### src/rtl/half_band_filter_mac.sv
// Symmetric half-band FIR with a single time-shared multiplier walking the nonzero
// coefficient pairs, run-time coefficient load, optional 2:1 decimation, round/saturate.
module half_band_filter_mac #(
    parameter int DW    = 18,
    parameter int CW    = 18,
    parameter int NP    = 3,
    parameter int DECIM = 1,
    localparam int AW   = (NP > 1) ? $clog2(NP) : 1
) (
    input  logic                 clk,
    input  logic                 reset,
    input  logic                 clk_en,
    input  logic signed [DW-1:0] x_in,
    input  logic                 coef_we,
    input  logic [AW-1:0]        coef_addr,
    input  logic signed [CW-1:0] coef_data,
    input  logic                 overrun_clr,
    output logic signed [DW-1:0] y,
    output logic                 y_valid,
    output logic                 busy,
    output logic                 overrun
);

    localparam int N    = 4*NP - 1;
    localparam int C    = 2*NP - 1;
    localparam int PW   = DW + CW + 1;
    localparam int CNTW = $clog2(NP + 1);
    localparam int ACCW = PW + CNTW;

    localparam logic signed [ACCW-1:0] Y_MAX = {{(ACCW-DW+1){1'b0}}, {(DW-1){1'b1}}};
    localparam logic signed [ACCW-1:0] Y_MIN = {{(ACCW-DW+1){1'b1}}, {(DW-1){1'b0}}};
    localparam logic signed [ACCW-1:0] RND   = {{(ACCW-CW+2){1'b0}}, 1'b1, {(CW-3){1'b0}}};

    typedef enum logic [1:0] {
        S_IDLE,
        S_MAC,
        S_OUT
    } state_t;

    state_t state, state_nxt;

    logic [CNTW-1:0]        cnt;
    logic                   phase;
    logic signed [DW-1:0]   d    [N];
    logic signed [CW-1:0]   coef [NP];

    logic signed [DW-1:0]   tap_a, tap_b;
    logic signed [CW-1:0]   coef_sel;
    logic signed [DW:0]     pre_sum;
    logic signed [PW-1:0]   prod;
    logic signed [ACCW-1:0] acc, centre, acc_rnd, acc_shr;
    logic signed [DW-1:0]   y_sat;

    logic sample_start, mac_step, out_fire, coef_wr_ok;

    // State register
    always_ff @(posedge clk or negedge reset) begin
        if (!reset) state <= S_IDLE;
        else        state <= state_nxt;
    end

    // A new sample always preempts whatever sequence is running
    always_comb begin
        state_nxt = state;
        if (clk_en) begin
            state_nxt = sample_start ? S_MAC : S_IDLE;
        end else begin
            unique case (state)
                S_MAC:   if (cnt == CNTW'(NP)) state_nxt = S_OUT;
                S_OUT:   state_nxt = S_IDLE;
                default: ;
            endcase
        end
    end

    always_comb begin
        busy         = (state != S_IDLE);
        sample_start = clk_en && ((DECIM != 2) || !phase);
        mac_step     = (state == S_MAC) && !clk_en;
        out_fire     = (state == S_OUT) && !clk_en;
        coef_wr_ok   = coef_we && !busy && ({1'b0, coef_addr} < (AW+1)'(NP));
    end

    // Pair k = cnt: taps mirrored about the centre at odd offsets 2k+1
    always_comb begin
        tap_a    = '0;
        tap_b    = '0;
        coef_sel = '0;
        for (int unsigned k = 0; k < NP; k++) begin
            if (cnt == CNTW'(k)) begin
                tap_a    = d[C - 2*k - 1];
                tap_b    = d[C + 2*k + 1];
                coef_sel = coef[k];
            end
        end
        pre_sum = {tap_a[DW-1], tap_a} + {tap_b[DW-1], tap_b};
    end

    // Centre tap is fixed at 0.5; d[C-1] here becomes d[C] on the accepting edge
    always_comb begin
        centre  = ACCW'(d[C-1]) <<< (CW - 3);
        acc_rnd = acc + RND;
        acc_shr = acc_rnd >>> (CW - 2);
        if (acc_shr > Y_MAX)      y_sat = {1'b0, {(DW-1){1'b1}}};
        else if (acc_shr < Y_MIN) y_sat = {1'b1, {(DW-1){1'b0}}};
        else                      y_sat = acc_shr[DW-1:0];
    end

    always_ff @(posedge clk or negedge reset) begin
        if (!reset) begin
            for (int unsigned i = 0; i < N; i++)  d[i]    <= '0;
            for (int unsigned k = 0; k < NP; k++) coef[k] <= '0;
            phase   <= 1'b0;
            cnt     <= '0;
            acc     <= '0;
            prod    <= '0;
            y       <= '0;
            y_valid <= 1'b0;
            overrun <= 1'b0;
        end else begin
            if (clk_en) begin
                d[0] <= x_in;
                for (int unsigned i = 1; i < N; i++) d[i] <= d[i-1];
                if (DECIM == 2) phase <= ~phase;
            end

            if (coef_wr_ok) coef[coef_addr] <= coef_data;

            if (clk_en)        cnt <= '0;
            else if (mac_step) cnt <= cnt + CNTW'(1);

            // Product of pair k lands one edge later, so accumulation lags by one step
            if (mac_step) prod <= PW'(pre_sum) * PW'(coef_sel);

            if (sample_start)                  acc <= centre;
            else if (mac_step && cnt != '0)    acc <= acc + ACCW'(prod);

            y_valid <= out_fire;
            if (out_fire) y <= y_sat;

            if (clk_en && busy)   overrun <= 1'b1;
            else if (overrun_clr) overrun <= 1'b0;
        end
    end

endmodule

### config.mk
export PLATFORM = sky130hd
export DESIGN_NAME = half_band_filter_mac
export DESIGN_NICKNAME = d
export VERILOG_FILES = /design/src/rtl/half_band_filter_mac.sv
export SDC_FILE = /design/constraint.sdc
export NUM_CORES = 2
export LEC_CHECK = 0
export ABC_CLOCK_PERIOD_IN_PS = 14000
export CAP_MARGIN = 0
export CORE_ASPECT_RATIO = 1.1
export CORE_UTILIZATION = 40
export CTS_BUF_LIST = sky130_fd_sc_hd__clkbuf_8 sky130_fd_sc_hd__clkbuf_16
export DETAILED_ROUTE_END_ITERATION = 12
export GPL_ROUTABILITY_DRIVEN = 0
export REMOVE_ABC_BUFFERS = 1
export SLEW_MARGIN = 40
export SYNTH_ARGS = -nofsm -noshare
export SYNTH_HDL_FRONTEND = slang
export SYNTH_SLANG_ARGS = --single-unit
### constraint.sdc
create_clock -name clk -period 14 [get_ports clk]
set_input_delay 2.8 -clock clk [delete_from_list [all_inputs] [get_ports clk]]
set_output_delay 2.8 -clock clk [all_outputs]
set_load 0.05 [all_outputs]
==> metrics.cfg <==
[global_route]
overflow=0
antenna_found_initial=0
grt.busiest_layer=met2
grt_use_met2_pct=35.2
grt_start_max_net_pins=97
met3_usage_pct=3.41
use_met1_pct=27.0
grt_pass1_wl_mm=125
track_usage_pct=20.7
grt_pass1_vias=22200

[synthesis]
synthMuxAreaShare_pct=9.76
avgSynthCellArea_um2=9.89
synth_ff_type=dfrtp_1
synthSimpleGateAreaFrac_pct=11.1
synthAdderAreaFrac_pct=29.1
synth.distinct_cells=81
synth_seq_cells=352
synth_top_family_by_area=adder cells
synth_xor_area_share_pct=3.78
ys_seq_area_share_pct=29.2
synth-edff-count=0
ys_warn_count=0
syn_area_mm2=0.0302
synth_async_sr_flop_share_pct=100
syn_inst=3053
synth_compound_gate_area_share_pct=10.2

[timing]
setup_tns_ns=0
rsz0062_at_grt=false
fin_skew_ns=0.0368
whs_ns=0.481
setup_viol_count_final=0
tightest_slew_ns=0.849
period_minus_slack_ns=10.60
timing.slew.headroom_pct=43.1
fmax_mhz=94.3
min_period_over_period_pct=75.7
slew_viol_final=0
hold_violations=0

[placed_design]
dpl.hpwl_mm=59.1
portBuffers=63
dp.cells=4002

[finish]
drive_gt1_share_pct=13.9
syn2layout_area_growth_pct=10.8
finalNonFillerCells=4073
nets=3624
antenna_cells=0

[run]
maxCapViolCount=0

[critical_path]
end_kind=flip-flop
r2r-end=prod[35]$_DFFE_PN0P_
cp_max_fo=29
start_kind=flip-flop
path_delay_family=adder cells
reg2reg_slack_ns=3.40
critical_path_class=reg2reg
critical_path_buf_inv_count=6
crit_arrival_ns=11.02
cp_slowest_stage_delay_ns=0.68
crit_path_frequent_cell=fa_1
ff2ff_path_depth=38
rr_startpoint=cnt[0]$_DFFE_PN0P_
crit_slowest_cell=fa_1
required_ns=14.41

[floorplan]
num_rows=105
die_area_mm2=0.0766
core_area_mm2=0.0746
die_h_um=290
start_util_pct=40.5
num_io_pins=64
die_w_um=264

[hold_path]
hold_path_class=reg2reg
min_to=d[73]$_DFFE_PN0P_
whs_path_depth=1
min-delay-start=d[91]$_DFFE_PN0P_

[routing]
post_drt_via_cell_ratio=5.20
wl_per_cell_um=18.9
drc_errors=0
vias=21200
dr.first_iter.drc_count=1225
antenna_left=0
routed_wl_mm=76.9
drt_first_pass_iters=5

[clocking]
hold_buffers=0
cts.clk_slew.worst_paths_ns=0.06
clock_latency_ns=0.59
ctsResizeCount=0
cts_root_buf=clkbuf_16
clk_path_buf_depth=3
cts_buffers=40
cts_tree=built
cts_max_level=2
cts_setup_buffers=0
cts_sinks=352

[run_status]
outcome=completed

## cells in the final DEF (no fill, tap or decap), types with 71 or more instances in the layout
cell / count
a21oi_1: 140
nor2_1: 273
o21ai_0: 134
nand2_1: 342
mux2_2: 259
ha_1: 156
inv_1: 426
dfrtp_1: 352
fa_1: 340
xnor2_1: 71
## cells in the mapped netlist, drive strengths merged, types with 11 or more instances
| cell type | instances | area (µm²) |
|---|---|---|
| inv | 420 | 1580 |
| dfrtp | 352 | 8810 |
| nand2 | 344 | 1290 |
| fa | 340 | 6810 |
| nor2 | 277 | 1040 |
| mux2 | 259 | 2920 |
| ha | 159 | 1990 |
| o21ai | 158 | 798 |
| a21oi | 142 | 718 |
| clkbuf | 108 | 405 |
| xnor2 | 77 | 689 |
| xor2 | 49 | 452 |
| a21o | 40 | 300 |
| and2 | 28 | 175 |
| nand3 | 28 | 145 |
| nand2b | 26 | 163 |
| a22oi | 24 | 180 |
| o21a | 24 | 188 |
| nand3b | 19 | 143 |
| a211oi | 16 | 155 |
| a31oi | 16 | 100 |
| buf | 15 | 82.6 |
| o31ai | 11 | 87.6 |
## logic make-up after synthesis
| group | Yosys count |
|---|---|
| AO/OA/AOI/OAI | 490 |
| XOR/XNOR | 126 |
| adder cells (fa/ha/maj) | 499 |
| buffers and inverters | 543 |
| flip-flops | 352 |
| multiplexers | 262 |
| AND/OR/NAND/NOR | 781 |
## cell type report
type	instances	area [µm²]
Fill cell	7179	41100
Tap cell	963	1200
Inverter	420	1580
Sequential cell	352	8810
Clock buffer	52	1180
Multi-Input combinational cell	2158	19500
Clock inverter	18	156
Timing Repair Buffer	110	1070
## layer usage
layer	up-vias	share of wire [%]
met4	0	2.8
met1	10600	43
li1	9961	-
met5	-	0
met3	128	5.2
met2	458	48
## metrics by stage
| step | cell area, µm² | setup slack (ns) | util, % |
|---|---|---|---|
| detailed placement | 32100 | 3.35 | 43.0 |
| CTS | 33500 | 3.33 | 44.8 |
| floorplan | 29700 | 3.44 | - |
| global placement | 32000 | 3.68 | 42.8 |
| finish | 33500 | 3.40 | 44.9 |
| global route | 33500 | 2.58 | 44.9 |
## worst reg2reg max path: cells and delay by family, from the launching register on
family / cells / cell delay, ns
buffers and inverters: 6 / 0.62
and+or+nand+nor: 8 / 1.92
AOI/OAI and AO/OA: 13 / 2.12
DFF: 1 / 0.44
xor gates and xnor gates: 1 / 0.13
adders and majority gates: 10 / 5.19
## flip-flops by register name, summed over array words and instances (netlist names), 2 cells and up
name,flops
d,180
coef,54
acc,39
prod,37
centre,18
y,18
cnt,2
state,2
## worst max path at each step
stage | startpoint | to | cells after the start
5_1_grt | cnt[0]$_DFFE_PN0P_ | prod[35]$_DFFE_PN0P_ | 38
3_3_place_gp | cnt[0]$_DFFE_PN0P_ | prod[34]$_DFFE_PN0P_ | 37
4_1_cts | cnt[0]$_DFFE_PN0P_ | prod[35]$_DFFE_PN0P_ | 38
6_report | cnt[0]$_DFFE_PN0P_ | prod[35]$_DFFE_PN0P_ | 38
2_1_floorplan | cnt[1]$_DFFE_PN0P_ | prod[35]$_DFFE_PN0P_ | 36
3_5_place_dp | cnt[0]$_DFFE_PN0P_ | prod[35]$_DFFE_PN0P_ | 38
Power is left out: the tool's default activity adds up to more than one toggle a clock period on the data nets, which glitch-free logic cannot reach.
